File: src/rtl/soc_ctrl_boot_seq.sv
// Boot sequencer: programs and polls the PLLs, loads boot addresses and hart IDs,
// then releases clock/reset domains in order. `SOC_BOOT_SEQ_GPR_STAMP_EN adds a GPR_0 stamp step.
module soc_ctrl_boot_seq #(
  parameter int          ADDR_WIDTH        = 8,
  parameter int          DATA_WIDTH        = 32,
  parameter logic [3:0]  PLL_REF_DIV       = 4'd1,
  parameter logic [11:0] PLL_FB_DIV        = 12'd40,
  parameter logic        CORE_LINK_MUX_SEL = 1'b1,
  parameter int          LOCK_TIMEOUT      = 1024
) (
  input  logic                    clk_i,
  input  logic                    arst_ni,
  input  logic                    start_i,
  input  logic [DATA_WIDTH-1:0]   core_0_boot_addr_i,
  input  logic [DATA_WIDTH-1:0]   core_1_boot_addr_i,
  output logic                    busy_o,
  output logic                    done_o,
  output logic                    error_o,
  output logic [4:0]              err_step_o,
  output logic                    mem_we_o,
  output logic [ADDR_WIDTH-1:0]   mem_waddr_o,
  output logic [DATA_WIDTH-1:0]   mem_wdata_o,
  output logic [DATA_WIDTH/8-1:0] mem_wstrb_o,
  input  logic [1:0]              mem_wresp_i,
  output logic                    mem_re_o,
  output logic [ADDR_WIDTH-1:0]   mem_raddr_o,
  input  logic [DATA_WIDTH-1:0]   mem_rdata_i,
  input  logic [1:0]              mem_rresp_i
);

  localparam int CNT_W = $clog2(LOCK_TIMEOUT + 1);

  localparam logic [ADDR_WIDTH-1:0] A_PLL_SYS_LINK  = ADDR_WIDTH'(8'h00);
  localparam logic [ADDR_WIDTH-1:0] A_PLL_CORE_0    = ADDR_WIDTH'(8'h04);
  localparam logic [ADDR_WIDTH-1:0] A_PLL_CORE_1    = ADDR_WIDTH'(8'h08);
  localparam logic [ADDR_WIDTH-1:0] A_BOOT_CORE_0   = ADDR_WIDTH'(8'h0C);
  localparam logic [ADDR_WIDTH-1:0] A_BOOT_CORE_1   = ADDR_WIDTH'(8'h10);
  localparam logic [ADDR_WIDTH-1:0] A_HART_CORE_0   = ADDR_WIDTH'(8'h14);
  localparam logic [ADDR_WIDTH-1:0] A_HART_CORE_1   = ADDR_WIDTH'(8'h18);
  localparam logic [ADDR_WIDTH-1:0] A_CR_SYS_LINK   = ADDR_WIDTH'(8'h1C);
  localparam logic [ADDR_WIDTH-1:0] A_CR_PERIPH     = ADDR_WIDTH'(8'h20);
  localparam logic [ADDR_WIDTH-1:0] A_CR_CORE_LINK  = ADDR_WIDTH'(8'h24);
  localparam logic [ADDR_WIDTH-1:0] A_CR_CORE_0     = ADDR_WIDTH'(8'h28);
  localparam logic [ADDR_WIDTH-1:0] A_CR_CORE_1     = ADDR_WIDTH'(8'h2C);
`ifdef SOC_BOOT_SEQ_GPR_STAMP_EN
  localparam logic [ADDR_WIDTH-1:0] A_GPR_0         = ADDR_WIDTH'(8'h30);
  localparam logic [4:0]            LAST_STEP       = 5'd20;
`else
  localparam logic [4:0]            LAST_STEP       = 5'd19;
`endif

  typedef enum logic [2:0] {IDLE, WRITE, POLL, DONE, ERROR} state_e;

  state_e           state_q, state_d;
  logic [4:0]       step_q, step_d;
  logic [CNT_W-1:0] cnt_q, cnt_d;
  logic             done_q, done_d;
  logic             error_q, error_d;
  logic [4:0]       err_step_q, err_step_d;

  function automatic logic [ADDR_WIDTH-1:0] step_addr(input logic [4:0] step);
    case (step)
      5'd0, 5'd3:   step_addr = A_PLL_SYS_LINK;
      5'd1, 5'd4:   step_addr = A_PLL_CORE_0;
      5'd2, 5'd5:   step_addr = A_PLL_CORE_1;
      5'd6:         step_addr = A_BOOT_CORE_0;
      5'd7:         step_addr = A_BOOT_CORE_1;
      5'd8:         step_addr = A_HART_CORE_0;
      5'd9:         step_addr = A_HART_CORE_1;
      5'd10, 5'd11: step_addr = A_CR_SYS_LINK;
      5'd12, 5'd13: step_addr = A_CR_PERIPH;
      5'd14, 5'd15: step_addr = A_CR_CORE_LINK;
      5'd16, 5'd17: step_addr = A_CR_CORE_0;
      5'd18, 5'd19: step_addr = A_CR_CORE_1;
`ifdef SOC_BOOT_SEQ_GPR_STAMP_EN
      5'd20:        step_addr = A_GPR_0;
`endif
      default:      step_addr = '0;
    endcase
  endfunction

  // Clock/reset steps come in pairs: even = clock on with reset held, odd = reset released.
  function automatic logic [DATA_WIDTH-1:0] step_wdata(input logic [4:0]            step,
                                                        input logic [DATA_WIDTH-1:0] boot0,
                                                        input logic [DATA_WIDTH-1:0] boot1);
    case (step)
      5'd0, 5'd1, 5'd2: step_wdata = DATA_WIDTH'({16'b0, PLL_FB_DIV, PLL_REF_DIV});
      5'd6:             step_wdata = boot0;
      5'd7:             step_wdata = boot1;
      5'd8:             step_wdata = '0;
      5'd9:             step_wdata = DATA_WIDTH'(1);
      5'd14:            step_wdata = DATA_WIDTH'({CORE_LINK_MUX_SEL, 2'b10});
      5'd15:            step_wdata = DATA_WIDTH'({CORE_LINK_MUX_SEL, 2'b11});
      5'd10, 5'd12, 5'd16, 5'd18: step_wdata = DATA_WIDTH'(2);
      5'd11, 5'd13, 5'd17, 5'd19: step_wdata = DATA_WIDTH'(3);
`ifdef SOC_BOOT_SEQ_GPR_STAMP_EN
      5'd20:            step_wdata = DATA_WIDTH'(32'hB007_D0E5);
`endif
      default:          step_wdata = '0;
    endcase
  endfunction

  always_ff @(posedge clk_i or negedge arst_ni) begin
    if (!arst_ni) begin
      state_q    <= IDLE;
      step_q     <= '0;
      cnt_q      <= '0;
      done_q     <= 1'b0;
      error_q    <= 1'b0;
      err_step_q <= '0;
    end else begin
      state_q    <= state_d;
      step_q     <= step_d;
      cnt_q      <= cnt_d;
      done_q     <= done_d;
      error_q    <= error_d;
      err_step_q <= err_step_d;
    end
  end

  always_comb begin
    state_d     = state_q;
    step_d      = step_q;
    cnt_d       = cnt_q;
    done_d      = done_q;
    error_d     = error_q;
    err_step_d  = err_step_q;
    mem_we_o    = 1'b0;
    mem_waddr_o = '0;
    mem_wdata_o = '0;
    mem_wstrb_o = '0;
    mem_re_o    = 1'b0;
    mem_raddr_o = '0;

    case (state_q)
      WRITE: begin
        mem_we_o    = 1'b1;
        mem_waddr_o = step_addr(step_q);
        mem_wdata_o = step_wdata(step_q, core_0_boot_addr_i, core_1_boot_addr_i);
        mem_wstrb_o = '1;
        if (mem_wresp_i != 2'b00) begin
          state_d    = ERROR;
          error_d    = 1'b1;
          err_step_d = step_q;
        end else if (step_q == LAST_STEP) begin
          state_d = DONE;
          done_d  = 1'b1;
        end else begin
          step_d = step_q + 5'd1;
          if (step_q == 5'd2) state_d = POLL;
        end
      end
      POLL: begin
        mem_re_o    = 1'b1;
        mem_raddr_o = step_addr(step_q);
        if (mem_rresp_i != 2'b00) begin
          state_d    = ERROR;
          error_d    = 1'b1;
          err_step_d = step_q;
        end else if (mem_rdata_i[16]) begin
          cnt_d  = '0;
          step_d = step_q + 5'd1;
          if (step_q == 5'd5) state_d = WRITE;
        end else if (cnt_q == CNT_W'(LOCK_TIMEOUT - 1)) begin
          state_d    = ERROR;
          error_d    = 1'b1;
          err_step_d = step_q;
        end else begin
          cnt_d = cnt_q + CNT_W'(1);
        end
      end
      default: begin
        if (start_i) begin
          state_d    = WRITE;
          step_d     = '0;
          cnt_d      = '0;
          done_d     = 1'b0;
          error_d    = 1'b0;
          err_step_d = '0;
        end
      end
    endcase
  end

  logic unused_rdata;
  assign unused_rdata = ^{mem_rdata_i};

  assign busy_o     = (state_q == WRITE) || (state_q == POLL);
  assign done_o     = done_q;
  assign error_o    = error_q;
  assign err_step_o = err_step_q;

endmodule

File: config.mk
export PLATFORM = sky130hd
export DESIGN_NAME = soc_ctrl_boot_seq
export DESIGN_NICKNAME = d
export VERILOG_FILES = /design/src/rtl/soc_ctrl_boot_seq.sv
export SDC_FILE = /design/constraint.sdc
export NUM_CORES = 1
export LEC_CHECK = 0
export BUFFER_PORTS_ARGS = -buffer_cell sky130_fd_sc_hd__buf_2
export CAP_MARGIN = 20
export CELL_PAD_IN_SITES_DETAIL_PLACEMENT = 0
export CELL_PAD_IN_SITES_GLOBAL_PLACEMENT = 1
export CORE_ASPECT_RATIO = 2
export CORE_MARGIN = 2
export CORE_UTILIZATION = 25
export CTS_CLUSTER_DIAMETER = 200
export CTS_CLUSTER_SIZE = 24
export DETAILED_ROUTE_END_ITERATION = 7
export GPL_TIMING_DRIVEN = 0
export MAX_ROUTING_LAYER = met4
export PLACE_DENSITY = 0.77
export SYNTH_ARGS = -nofsm -noshare
export SYNTH_HDL_FRONTEND = slang
export SYNTH_SLANG_ARGS = --single-unit
File: constraint.sdc
create_clock -name clk_i -period 2.2 [get_ports clk_i]
set_clock_uncertainty 0.15 [all_clocks]
set_input_delay 0.33 -clock clk_i [delete_from_list [all_inputs] [get_ports clk_i]]
set_output_delay 0.33 -clock clk_i [all_outputs]
set_load 0.02 [all_outputs]
# Word level (Yosys, flattened, before mapping)
# Memory sizes are Yosys's and may differ from the RTL's.
# Cells that the tools add are included.
[word_totals]
ff_bits = 26
latch_bits = 0
ram_bits = 0
rom_bits = 256
input_bits = 103
output_inout_bits = 62
wordCells = 99
mem_count = 2
[memory_table]
columns = ["memory", "depth", "word_bits", "rd", "rd_ports_with_merged_regs", "wr", "line", "rtl"]
rows = [
  ["(no name shown)", 32, 4, 1, 0, 0, "62", "case (step)"],
  ["(no name shown)", 32, 4, 1, 0, 0, "62", ""],
]
[classes]
add_sub_neg = 2
multipliers = 0
div = 0
magnitude_cmp = 0
n_eq_ne = 31
shifts = 0
muxes = 41
n_bitwise = 2
n_reduce_logical = 15
[op_table]
columns = ["operator", "count"]
rows = [
  ["$pmux W32 S8", 1],
  ["$mux W5", 9],
  ["$mux W11", 4],
  ["$eq A5 B4 Y1 const B", 7],
  ["$mux W32", 1],
  ["$mux W3", 8],
  ["$pmux W11 S2", 1],
  ["$eq A5 B5 Y1 const B", 4],
  ["$pmux W5 S2", 2],
  ["$mux W8", 2],
  ["$reduce_and A4 Y1", 4],
  ["$eq A5 B3 Y1 const B", 3],
  ["$ne A2 B2 Y1 const B", 6],
  ["$ne A4 B4 Y1 const B", 3],
  ["$add A11 B1 Y11 const B", 1],
  ["$eq A11 B10 Y1 const B", 1],
  ["$mux W1", 9],
  ["$ne A3 B3 Y1 const B", 3],
  ["$reduce_bool A2 Y1", 4],
  ["$reduce_or A4 Y1", 2],
  ["$pmux W3 S2", 1],
  ["$add A5 B1 Y5 const B", 1],
  ["$eq A5 B1 Y1 const B", 1],
  ["$eq A5 B2 Y1 const B", 1],
  ["10 further kinds", 12],
]

# Depth between registers and ports, before layout
# Gate-level depths: netlist (run 1).
[depth]
depth_word = 5
mapped_depth = 10
depth_no_buf = 6

# Worst setup path before layout (run 1)
# No wires, ideal clock.
[synth_timing]
path_kind = "reg-to-output"
from = "register step_q[0]"
to = "output port mem_wdata_o[0]"
arrival_ns = 1.934
t_required_ns = 1.720
slack_ns = -0.214
stages_incl_launch_ff = 8
cell_sequence = "dfrtp_1 inv_1 ha_1 and3_1 clkbuf_1 clkbuf_1 a22oi_1 a31oi_1"
[synth_between]
elab_chain_len = 4
[synth_lines]
columns = ["element", "line", "rtl"]
rows = [
  ["from (decl)", "55", "logic [4:0] step_q, step_d;"],
  ["from (signal assigned)", "113", "step_q <= step_d;"],
  ["$eq A5 B5 Y1, or another cell as far along", "86", "case (step)"],
  ["$reduce_or A4 Y1 / $reduce_or A3 Y1 (equally long branches)", "86", ""],
  ["$pmux W32 S8 (*)", "86", ""],
  ["$mux W32 (*)", "135", "case (state_q)"],
  ["to (decl)", "22", "output logic [DATA_WIDTH-1:0] mem_wdata_o,"],
]
# Mark *: on every way between the ends. The rest lies on a longest branch, timed or not.

# Final worst setup path (run 1)
# Same ends and word-level chain as after synthesis.

==> flow_summary_export.csv, run 1 <==
group,metric,value,unit
grt,number_of_antenna_violations_at_the_first_check_in_global_routing,0,
power_and_ir_drop,worst_ir_drop_vdd,0.718,mV
cells_and_area,fillCellCount,898,
timing,timing_worst_slew_pin_value,594,ps
cells_and_area,finalCoreUtilization,0.453,
timing,period_minus_ws_final,2400,ps
cells_and_area,syn_to_final_growth,79.3,%
detailed_routing,drt_wl_total,9.03,mm
yosys,mappedNetlistArea,0.00234,mm²
power_and_ir_drop,total_power_divided_by_cell_area,859,mW/mm²
die,core_area,0.00926,mm²
timing,layout_setup_ws,-205,ps
cells_and_area,layout.nets,576,
detailed_routing,postRouteAntennaNets,0,
yosys,area_fraction_in_and_or_nand_and_nor_cells_after_synthesis,0.232,
place,gp_congestion,0.860,
detailed_routing,vias,2887,
worst_setup_path,r2r.worst_path.cells,7,
place,dp.final_hpwl,6.51,mm
clock_tree,cts_tree,"done",
clock_tree,cts.clk_slew.worst_paths,60,ps
die,initial_core_utilization,0.253,
clock_tree,cts-htree-levels,1,
grt,global_route.overflow_total,0,
yosys,top_area_cells_in_the_synthesized_netlist,"sky130_fd_sc_hd__dfrtp_1 (28%), sky130_fd_sc_hd__a22oi_1 (10%), sky130_fd_sc_hd__nor2_1 (9.5%)",
die,ios,165,
yosys,post_synth_fa_ha_maj_area_fraction,0.0481,
detailed_routing,drt_pass1_iterations,4,
timing,rsz0062_at_grt,"yes",
clock_tree,cts-root-to-sink-buffers,2,
worst_hold_path,hold-path-endpoint,"cnt_q[1]$_DFFE_PN0P_",
timing,timing.fmax,416,MHz
worst_setup_path,critPathMaxFanout,10,
yosys,complex_gate_fraction_of_the_synthesized_area,0.286,
place,pre_cts_setup_slack,-376,ps
grt,global_route_total_usage_across_every_layer,0.165,
worst_setup_path,cp.arrival,1920,ps
die,placement_rows,50,
yosys,fraction_of_post_synthesis_cell_area_in_the_top_cell_type_by_area,0.278,
worst_setup_path,critical_path_required,1720,ps
outcome,run_status,"finished with violations",
yosys,syn_inst,296,
worst_setup_path,crit-reg2reg-launch,"step_q[0]$_DFFE_PN0P_",
worst_hold_path,worstHoldStart,"mem_rdata_i[16]",
run,maxCapViolations,0,
clock_tree,worst_skew_pair.late_latency,270,ps
yosys,asyncSetResetFlopFracSynth,1.00,
yosys,main_combinational_cell_family_by_area_after_synthesis,"compound AO/OA/AOI/OAI gates",
timing,fin_crit_share,1.09,
timing,setup_violations,37,
yosys,synth-edff-count,0,
die,chipWidth,72.4,µm
place,port_buffers,125,
cells_and_area,sequential_cell_area,656,µm²
worst_setup_path,rr_endpoint,"state_q[1]$_DFFE_PN0P_",
cells_and_area,antennaDiodeCount,0,
grt,grt_pass1_wl,13.1,mm
die,die_height,141,µm
power_and_ir_drop,power.static_leakage,1.87,nW
yosys,synth.area.mux_share,0.0556,
yosys,synthesis.yosys.warnings,0,
clock_tree,ctsRootBufferMaster,"sky130_fd_sc_hd__clkbuf_16",
die,floorplan.die_area,0.0102,mm²
timing,finalHoldViolations,0,
worst_setup_path,cp-start-kind,"flop",
timing,relative_slew_margins,0.604,
yosys,synth_seq_cells,26,
clock_tree,cts_made_buffers,3,
detailed_routing,drc,0,
worst_setup_path,critPathKind,"flop to primary output",
yosys,portion_of_the_post_synthesis_area_used_by_sequential_elements,0.278,
clock_tree,clock_sink_count,26,
worst_hold_path,worst_hold_path_type,"primary input to flop",
grt,grt_start_max_net_pins,27,
yosys,netlist-cell-type-count,54,
yosys,synth.largest_area_cell,"sky130_fd_sc_hd__dfrtp_1",
outcome,violations,"negative setup slack",
cells_and_area,layout-drive-gt1-share,0.650,
yosys,post_synth_xor_area_fraction,0.00374,
timing,final_max_slew_viol_count,0,
yosys,postSynthAreaPerCell,7.90,µm²
worst_hold_path,holdPathStages,4,
yosys,synth_ff_type,"sky130_fd_sc_hd__dfrtp_1",
worst_setup_path,setup.reg_to_reg.worst_slack,0,ps
cells_and_area,footprint_of_the_multi_input_gates,0.00197,mm²
detailed_routing,routed_wire_per_std_cell,15.9,µm
detailed_routing,vias_per_cell,5.09,
detailed_routing,drt_iter0_drc,153,
grt,number_of_global_route_vias_before_repair,2712,
worst_setup_path,sort_of_element_at_the_end_of_the_critical_path,"primary output",
## sequential cells by signal (all words and copies together) (netlist names)
register and count:
done_o 1, error_o 1, cnt_q 11, state_q 3, step_q 5, err_step_o 5
## cell type report
| type | count | area share |
|---|---|---|
| Multi-Input combinational cell | 232 | 0.469 |
| Timing Repair Buffer | 159 | 0.229 |
| Sequential cell | 26 | 0.156 |
| Buffer | 32 | 0.0820 |
| Tap cell | 104 | 0.0310 |
| Clock buffer | 4 | 0.0212 |
| Inverter | 10 | 0.0113 |
## cells in the mapped netlist, types with 2 or more instances
cell	n
sky130_fd_sc_hd__o21ai_0	9
sky130_fd_sc_hd__a21o_1	3
sky130_fd_sc_hd__nand4_1	2
sky130_fd_sc_hd__mux2_4	2
sky130_fd_sc_hd__o211ai_1	3
sky130_fd_sc_hd__ha_1	9
sky130_fd_sc_hd__a22oi_1	32
sky130_fd_sc_hd__a211oi_1	2
sky130_fd_sc_hd__nor2_1	59
sky130_fd_sc_hd__a21oi_1	5
sky130_fd_sc_hd__mux2_2	6
sky130_fd_sc_hd__buf_2	6
sky130_fd_sc_hd__inv_1	9
sky130_fd_sc_hd__o41ai_1	2
sky130_fd_sc_hd__o21a_1	2
sky130_fd_sc_hd__clkbuf_1	13
sky130_fd_sc_hd__o31ai_1	14
sky130_fd_sc_hd__and2_1	3
sky130_fd_sc_hd__and3_1	4
sky130_fd_sc_hd__nor3_1	11
sky130_fd_sc_hd__nand2_1	14
sky130_fd_sc_hd__nor3b_1	2
sky130_fd_sc_hd__buf_1	3
sky130_fd_sc_hd__dfrtp_1	26
sky130_fd_sc_hd__buf_4	12
sky130_fd_sc_hd__nand3_1	9
sky130_fd_sc_hd__a31oi_1	5
sky130_fd_sc_hd__nand2b_1	3
## cells in the final DEF (no fill, tap or decap), types with 3 or more instances in the layout
cell type / Yosys / final
sky130_fd_sc_hd__nor3_1: 11 / 9
sky130_fd_sc_hd__nand3_1: 9 / 9
sky130_fd_sc_hd__conb_1: 1 / 8
sky130_fd_sc_hd__o211ai_1: 3 / 3
sky130_fd_sc_hd__ha_4: 0 / 5
sky130_fd_sc_hd__o21ai_0: 9 / 9
sky130_fd_sc_hd__a22oi_2: 0 / 28
sky130_fd_sc_hd__mux2_4: 2 / 8
sky130_fd_sc_hd__nor2_2: 1 / 20
sky130_fd_sc_hd__and2_1: 3 / 3
sky130_fd_sc_hd__nor2_4: 0 / 5
sky130_fd_sc_hd__inv_2: 1 / 3
sky130_fd_sc_hd__buf_2: 6 / 108
sky130_fd_sc_hd__buf_4: 12 / 57
sky130_fd_sc_hd__clkbuf_4: 0 / 3
sky130_fd_sc_hd__nand2b_1: 3 / 3
sky130_fd_sc_hd__nand2_1: 14 / 12
sky130_fd_sc_hd__a22oi_1: 32 / 4
sky130_fd_sc_hd__clkbuf_16: 0 / 6
sky130_fd_sc_hd__inv_1: 9 / 4
sky130_fd_sc_hd__dfrtp_2: 0 / 4
sky130_fd_sc_hd__o31ai_1: 14 / 11
sky130_fd_sc_hd__buf_6: 0 / 15
sky130_fd_sc_hd__a21oi_1: 5 / 3
sky130_fd_sc_hd__a31oi_1: 5 / 4
sky130_fd_sc_hd__a21o_1: 3 / 3
sky130_fd_sc_hd__dfrtp_1: 26 / 22
sky130_fd_sc_hd__nor2_1: 59 / 35
## critical path: stages (launching register included)
cell                        delay (ps)
sky130_fd_sc_hd__dfrtp_2           460
sky130_fd_sc_hd__inv_2             120
sky130_fd_sc_hd__ha_4              200
sky130_fd_sc_hd__and3_4            270
sky130_fd_sc_hd__clkbuf_16         180
sky130_fd_sc_hd__a22oi_2            80
sky130_fd_sc_hd__a31oi_2           180
sky130_fd_sc_hd__buf_4             160
## worst max-delay path by stage
stage	startpoint	to	slack, ps	cells past startpoint
after global routing	step_q[0]$_DFFE_PN0P_	mem_wdata_o[0]	-280	8
after global placement	step_q[0]$_DFFE_PN0P_	mem_wdata_o[0]	-380	8
after CTS	step_q[1]$_DFFE_PN0P_	mem_raddr_o[2]	-190	7
final	step_q[0]$_DFFE_PN0P_	mem_wdata_o[0]	-200	7
after detailed placement	step_q[0]$_DFFE_PN0P_	mem_wdata_o[0]	-380	8
after floorplan	step_q[0]$_DFFE_PN0P_	mem_wdata_o[0]	-20	7
## where the power goes
part / internal [mW] / total [mW] / switching (mW)
Sequential: 0.552 / 0.628 / 0.0766
Clock: 0.279 / 0.450 / 0.172
Combinational: 1.19 / 2.53 / 1.33
Total: 2.02 / 3.61 / 1.58
## routing by layer
layer | vias up | global-route usage | part of all wire
met1 | 1363 | 0.153 | 0.35
met2 | 119 | 0.340 | 0.57
met4 | 0 | 0.0439 | 0.019
li1 | 1394 | - | -
met3 | 11 | 0.0150 | 0.059
met5 | - | - | 0
## metrics by stage
step                area, µm²  power, mW  instances  hold slack, ps  TNS [ps]
floorplan                2440       1.86        303            -116      -170
global placement         3200       2.34        532             215    -11660
detailed placement       3200       2.36        532             219    -12110
CTS                      3810       3.28        552             265     -3930
global route             4200       3.81        567             283     -7090
finish                   4200       3.61        567             263     -4240
## cells by family after synthesis
family,Yosys count
other,1
adder cells (fa/ha/maj),9
AO/OA/AOI/OAI,88
multiplexers,10
buffers and inverters,45
flip-flops,26
XOR/XNOR,1
AND/OR/NAND/NOR,116
## what timing repair did
item	4_1_cts	5_1_grt
endpoints found under the setup margin	58	62
buffers inserted	18	13
pin swaps	9	25
gates resized for setup	95	74
gates cloned	0	2
endpoints found under the hold margin	26	0
hold buffers	1	0
Power figures use the tool's default switching activity.
==> run 2: changes to the inputs <==
--- a/config.mk
+++ b/config.mk
@@ -18,6 +18,7 @@
 export GPL_TIMING_DRIVEN = 0
 export MAX_ROUTING_LAYER = met4
 export PLACE_DENSITY = 0.77
+export REMOVE_ABC_BUFFERS = 1
 export SYNTH_ARGS = -nofsm -noshare
 export SYNTH_HDL_FRONTEND = slang
 export SYNTH_SLANG_ARGS = --single-unit
==> flow_summary_export.csv, run 2 (synthesized netlist as in run 1, its figures left out) <==
group,metric,value,unit
worst_setup_path,critical_path_required,1720,ps
timing,timing.fmax,420,MHz
cells_and_area,antennaDiodeCount,0,
worst_setup_path,cp_cell_sequence,"buf_2 > nor3_1 > o31ai_4 > a21oi_2 > buf_6",
place,gp_congestion,0.860,
timing,fin_crit_share,1.08,
detailed_routing,drc,0,
worst_setup_path,critPathMaxFanout,7,
cells_and_area,syn_to_final_growth,70.3,%
clock_tree,cts_made_buffers,3,
timing,period_minus_ws_final,2380,ps
detailed_routing,drt_pass1_iterations,4,
grt,grt_start_max_net_pins,27,
detailed_routing,postRouteAntennaNets,0,
worst_hold_path,worstHoldStart,"mem_rdata_i[16]",
clock_tree,worst_skew_pair.late_latency,270,ps
outcome,violations,"negative setup slack",
cells_and_area,layout.cells.most_common_list,"sky130_fd_sc_hd__buf_2 (105), sky130_fd_sc_hd__nor2_1 (51), sky130_fd_sc_hd__buf_4 (49)",
worst_setup_path,critical-path-max-stage-delay,480,ps
power_and_ir_drop,worst_ir_drop_vdd,0.462,mV
cells_and_area,fin_cells,554,
grt,global_route.overflow_total,0,
power_and_ir_drop,combinationalPowerShare,0.649,
grt,number_of_antenna_violations_at_the_first_check_in_global_routing,0,
worst_setup_path,cp.arrival,1900,ps
power_and_ir_drop,power.static_leakage,1.80,nW
cells_and_area,top_register,"cnt_q",
clock_tree,cts_tree,"done",
die,initial_core_utilization,0.253,
power_and_ir_drop,total_power_divided_by_cell_area,863,mW/mm²
grt,grt_pass1_wl,13.5,mm
cells_and_area,layout_cell_area_excl_fill,0.00398,mm²
grt,number_of_global_route_vias_before_repair,2788,
die,placement_rows,50,
timing,fin_hold_ws,254,ps
worst_setup_path,cp-start-kind,"flop",
timing,finalHoldViolations,0,
power_and_ir_drop,sequential_share_of_power,0.194,
cells_and_area,fillCellCount,900,
power_and_ir_drop,fin_total_pwr,3.44,mW
detailed_routing,routed_wire_per_std_cell,17.4,µm
grt,global_route_total_usage_across_every_layer,0.175,
grt,grt_most_used_layer,"met2",
place,pre_cts_setup_slack,-1000,ps
clock_tree,clock_sink_count,26,
clock_tree,cts-htree-levels,1,
clock_tree,cts-root-to-sink-buffers,2,
die,chipWidth,72.4,µm
detailed_routing,drt_wl_total,9.67,mm
cells_and_area,layout.nets,563,
power_and_ir_drop,cellInternalPower,1.89,mW
worst_setup_path,crit_path_top_delay_cell,"sky130_fd_sc_hd__dfrtp_2",
run,maxCapViolations,0,
cells_and_area,largest_register_ff_count,11,
timing,timing_worst_slew_pin_value,626,ps
clock_tree,ctsRootBufferMaster,"sky130_fd_sc_hd__clkbuf_16",
worst_setup_path,setup.worst_path.start,"step_q[3]$_DFFE_PN0P_",
timing,layout_setup_ws,-179,ps
place,post_dp_cell_area,0.00294,mm²
die,die_height,141,µm
worst_setup_path,sort_of_element_at_the_end_of_the_critical_path,"primary output",
clock_tree,cts.clk_slew.worst_paths,70,ps
outcome,run_status,"finished with violations",
grt,met3_usage,0.0222,
detailed_routing,vias_per_cell,5.34,
cells_and_area,layout-drive-gt1-share,0.580,
die,core_area,0.00926,mm²
place,dp.final_hpwl,6.21,mm
worst_setup_path,critPathKind,"flop to primary output",
die,ios,165,
worst_hold_path,worst_hold_path_type,"primary input to flop",
grt,met2_global_route_usage,0.356,
timing,rsz0062_at_grt,"yes",
place,port_buffers,125,
timing,setup_violations,33,
detailed_routing,vias,2961,
power_and_ir_drop,power.switching,1.55,mW
timing,relative_slew_margins,0.583,
worst_setup_path,crit-reg2reg-launch,"state_q[0]$_DFFE_PN0P_",
cells_and_area,layout.cells.most_common,"sky130_fd_sc_hd__buf_2",
power_and_ir_drop,power_switching_share,0.452,
place,count_of_placed_standard_cells_including_taps,497,
die,floorplan.die_area,0.0102,mm²
power_and_ir_drop,power_frac_clock,0.156,
detailed_routing,drt_iter0_drc,143,
timing,final_max_slew_viol_count,0,
grt,grtUsageMet1,0.154,
[run 2: changes by cell type in the layout (fill, tap and decap cells not counted), moves of 8 or more]
cell / delta
sky130_fd_sc_hd__a22oi_1: +13
sky130_fd_sc_hd__nor2_1: +16
sky130_fd_sc_hd__buf_4: -8
sky130_fd_sc_hd__nor2_2: -14
sky130_fd_sc_hd__a22oi_2: -13
[run 2: power groups by stage]
stage          logic [mW]  clock network, mW  registers [mW]
2_1_floorplan       0.959                  0           0.667
3_3_place_gp         1.44                  0           0.670
3_5_place_dp         1.45                  0           0.675
4_1_cts              1.95              0.556           0.692
5_1_grt              2.37              0.566           0.681
6_report             2.23              0.538           0.668
[run 2: final cells by class]
| cell class | instances | area, µm² | area share |
|---|---|---|---|
| multi-input cells | 238 | 1900 | 0.476 |
| repair buffers | 172 | 1150 | 0.288 |
| flip-flops and latches | 26 | 661 | 0.166 |
| well taps | 104 | 130 | 0.0327 |
| clock buffers | 3 | 75.1 | 0.0188 |
| inverters | 10 | 45.0 | 0.0113 |
| clock inverters | 1 | 30.0 | 0.00754 |
[run 2: per-layer routing]
| metal | up-vias | share of wire |
|---|---|---|
| li1 | 1388 | - |
| met1 | 1385 | 0.33 |
| met2 | 158 | 0.55 |
| met3 | 30 | 0.072 |
| met4 | 0 | 0.048 |
| met5 | - | 0 |
[run 2: repair_timing]
action                                  4_1_cts  5_1_grt
hold endpoints to repair                     26        0
gates cloned                                  4        2
hold buffers                                  1        0
endpoints found under the setup margin       71       68
resized for setup                            89       33
setup buffers                                30       16
pin swaps                                    25       17
[run 2: worst paths after layout]
path,endpoint,slack [ps],cells past startpoint
max reg2reg,cnt_q[6]$_DFFE_PN0P_,10,6
min,cnt_q[1]$_DFFE_PN0P_,250,4
max in group asynchronous,step_q[4]$_DFFE_PN0P_,990,2
min in group asynchronous,step_q[3]$_DFFE_PN0P_,460,2
min reg2reg,cnt_q[9]$_DFFE_PN0P_,350,1
max,mem_wdata_o[7],-180,5
[run 2: worst max-delay path, delay by kind of cell (launching register included)]
family                 cells  cell delay, ps
AND/OR/NAND/NOR            1             420
AO/OA/AOI/OAI              2             390
buffers and inverters      2             350
flip-flops                 1             480
[run 2: per-stage QoR]
step | util | setup TNS [ps]
2_1_floorplan | - | -10510
3_3_place_gp | 0.317 | -33030
3_5_place_dp | 0.317 | -33950
4_1_cts | 0.398 | -2830
5_1_grt | 0.430 | -5960
6_report | 0.430 | -2780
==> run 3: changes to the inputs <==
==> constraint.sdc (replaced) <==
create_clock -name clk_i -period 2.2 [get_ports clk_i]
set_clock_uncertainty 0.15 [all_clocks]
set_input_delay 0.33 -clock clk_i [delete_from_list [all_inputs] [get_ports clk_i]]
set_output_delay 0.33 -clock clk_i [all_outputs]
set_load 0.05 [all_outputs]
==> flow_summary_export.csv, run 3 (synthesized netlist as in run 1, its figures left out) <==
group,metric,value,unit
timing,setup_violations,47,
place,dp.final_hpwl,6.21,mm
place,gp_congestion,0.860,
power_and_ir_drop,fin_total_pwr,4.09,mW
detailed_routing,routed_wire_per_std_cell,18.8,µm
cells_and_area,top_register,"cnt_q",
timing,timing_worst_slew_pin_value,686,ps
worst_setup_path,critical-path-max-stage-delay,500,ps
worst_hold_path,holdPathStages,4,
timing,rsz0062_at_grt,"yes",
power_and_ir_drop,power.static_leakage,1.83,nW
worst_hold_path,worst_hold_path_type,"primary input to flop",
worst_setup_path,cp_num_cells,6,
detailed_routing,drt_pass1_iterations,4,
outcome,violations,"negative setup slack",
detailed_routing,drt_wl_total,10.5,mm
cells_and_area,finalCoreUtilization,0.462,
worst_setup_path,critPathKind,"flop to primary output",
grt,grt_start_max_net_pins,27,
place,port_buffers,125,
cells_and_area,layout.nets,569,
clock_tree,worst_skew_pair.late_latency,270,ps
worst_setup_path,cp.arrival,1910,ps
run,maxCapViolations,0,
worst_setup_path,timing.critical_path.max_delay_family,"simple AND/OR/NAND/NOR gates",
power_and_ir_drop,total_power_divided_by_cell_area,957,mW/mm²
detailed_routing,vias_per_cell,5.49,
die,placement_rows,50,
worst_setup_path,sort_of_element_at_the_end_of_the_critical_path,"primary output",
clock_tree,cts-htree-levels,1,
worst_setup_path,critical_path_required,1720,ps
die,floorplan.die_area,0.0102,mm²
cells_and_area,antennaDiodeCount,0,
worst_setup_path,crit_path_top_delay_cell,"sky130_fd_sc_hd__dfrtp_2",
die,die_height,141,µm
timing,timing.fmax,418,MHz
grt,number_of_antenna_violations_at_the_first_check_in_global_routing,0,
worst_setup_path,critical_path_buf_inv_count,2,
die,core_area,0.00926,mm²
die,ios,165,
detailed_routing,postRouteAntennaNets,0,
grt,grt_pass1_wl,13.8,mm
cells_and_area,layout-drive-gt1-share,0.623,
worst_setup_path,r2r.worst_path.cells,8,
worst_setup_path,critPathMaxFanout,9,
worst_setup_path,critical-path-top-cell-by-count,"sky130_fd_sc_hd__buf_6",
clock_tree,cts_tree,"done",
timing,relative_slew_margins,0.542,
timing,final_max_slew_viol_count,0,
grt,global_route_total_usage_across_every_layer,0.180,
timing,fin_crit_share,1.09,
detailed_routing,vias,3072,
clock_tree,cts_made_buffers,3,
die,chipWidth,72.4,µm
cells_and_area,largest_register_ff_count,11,
power_and_ir_drop,worst_ir_drop_vdd,0.690,mV
cells_and_area,layout.cells.most_common_list,"sky130_fd_sc_hd__buf_2 (79), sky130_fd_sc_hd__nor2_1 (45), sky130_fd_sc_hd__buf_6 (45)",
worst_setup_path,cp_cell_sequence,"nor2_4 > and3_4 > buf_6 > a22oi_2 > nor2_1 > buf_6",
die,initial_core_utilization,0.253,
detailed_routing,drc,0,
clock_tree,clock_sink_count,26,
grt,global_route.overflow_total,0,
grt,number_of_global_route_vias_before_repair,2812,
worst_setup_path,cp-start-kind,"flop",
timing,period_minus_ws_final,2390,ps
detailed_routing,drt_iter0_drc,198,
cells_and_area,layout.cells.most_common,"sky130_fd_sc_hd__buf_2",
clock_tree,cts.clk_slew.worst_paths,70,ps
timing,finalHoldViolations,0,
clock_tree,cts-root-to-sink-buffers,2,
clock_tree,ctsRootBufferMaster,"sky130_fd_sc_hd__clkbuf_16",
outcome,run_status,"finished with violations",
timing,layout_setup_ws,-190,ps
cells_and_area,syn_to_final_growth,82.7,%
run 3: cell types whose count changed in the layout (fill, tap and decap cells not counted), sizes merged:
cell,previous run,this run
clkbuf,3,5
o221a,1,2
and3,6,10
buf,171,170
run 3: stage by stage:
step | TNS, ps | instances | hold slack [ps] | setup WS [ps] | cell area, µm²
2_1_floorplan | -32170 | 268 | -116 | -1030 | 2180
3_3_place_gp | -37230 | 497 | 225 | -1120 | 2940
3_5_place_dp | -38130 | 497 | 232 | -1100 | 2940
4_1_cts | -3500 | 536 | 269 | -163 | 3750
5_1_grt | -7610 | 560 | 275 | -306 | 4280
6_report | -4600 | 560 | 269 | -190 | 4280
run 3: power breakdown:
group | leakage, nW | switching, mW | internal, mW
sequential | 0.343 | 0.126 | 0.555
clock | 0.0511 | 0.175 | 0.363
combinational | 1.43 | 1.77 | 1.11
total | 1.83 | 2.07 | 2.03
run 3: area by class of cell:
type                            instances  area [µm²]
Clock buffer                            3        75.1
Clock inverter                          1        30.0
Fill cell                             838        4980
Inverter                               10        42.5
Multi-Input combinational cell        243        2040
Sequential cell                        26         661
Tap cell                              104         130
Timing Repair Buffer                  173        1300
run 3: path summary, 6_finish.rpt:
kind	from	end	slack, ps
worst min register to register	cnt_q[9]$_DFFE_PN0P_	cnt_q[9]$_DFFE_PN0P_	350
worst max register to register	step_q[0]$_DFFE_PN0P_	step_q[3]$_DFFE_PN0P_	-80
worst max-delay path	step_q[3]$_DFFE_PN0P_	mem_wdata_o[19]	-190
max in group asynchronous	arst_ni	step_q[4]$_DFFE_PN0P_	990
min in group asynchronous	arst_ni	step_q[3]$_DFFE_PN0P_	460
worst min-delay path	mem_rdata_i[16]	cnt_q[1]$_DFFE_PN0P_	270
run 3: per-layer routing:
| layer | global-route usage | up-vias | share of wire | wire, µm |
|---|---|---|---|---|
| li1 | - | 1403 | - | - |
| met4 | 0.0741 | 0 | 0.054 | 565 |
| met1 | 0.153 | 1455 | 0.32 | 3320 |
| met5 | - | - | 0 | 0 |
| met2 | 0.366 | 175 | 0.56 | 5870 |
| met3 | 0.0243 | 39 | 0.073 | 766 |
run 3: worst reg2reg max path, stage by stage, from the launching register on:
cell                      delay, ps
sky130_fd_sc_hd__dfrtp_2        470
sky130_fd_sc_hd__ha_4           180
sky130_fd_sc_hd__buf_4          130
sky130_fd_sc_hd__buf_4          120
sky130_fd_sc_hd__or4bb_4        540
sky130_fd_sc_hd__a21o_1         210
sky130_fd_sc_hd__o221a_4        170
sky130_fd_sc_hd__a21o_1         170
sky130_fd_sc_hd__o31ai_1         60
run 3: what timing repair did:
| action | in CTS | in global routing |
|---|---|---|
| pin swaps | 27 | 39 |
| resized for setup | 127 | 80 |
| setup buffers | 28 | 20 |
| endpoints found under the setup margin | 71 | 69 |
| hold buffers | 1 | 0 |
| endpoints found under the hold margin | 26 | 0 |
| gates cloned | 6 | 5 |
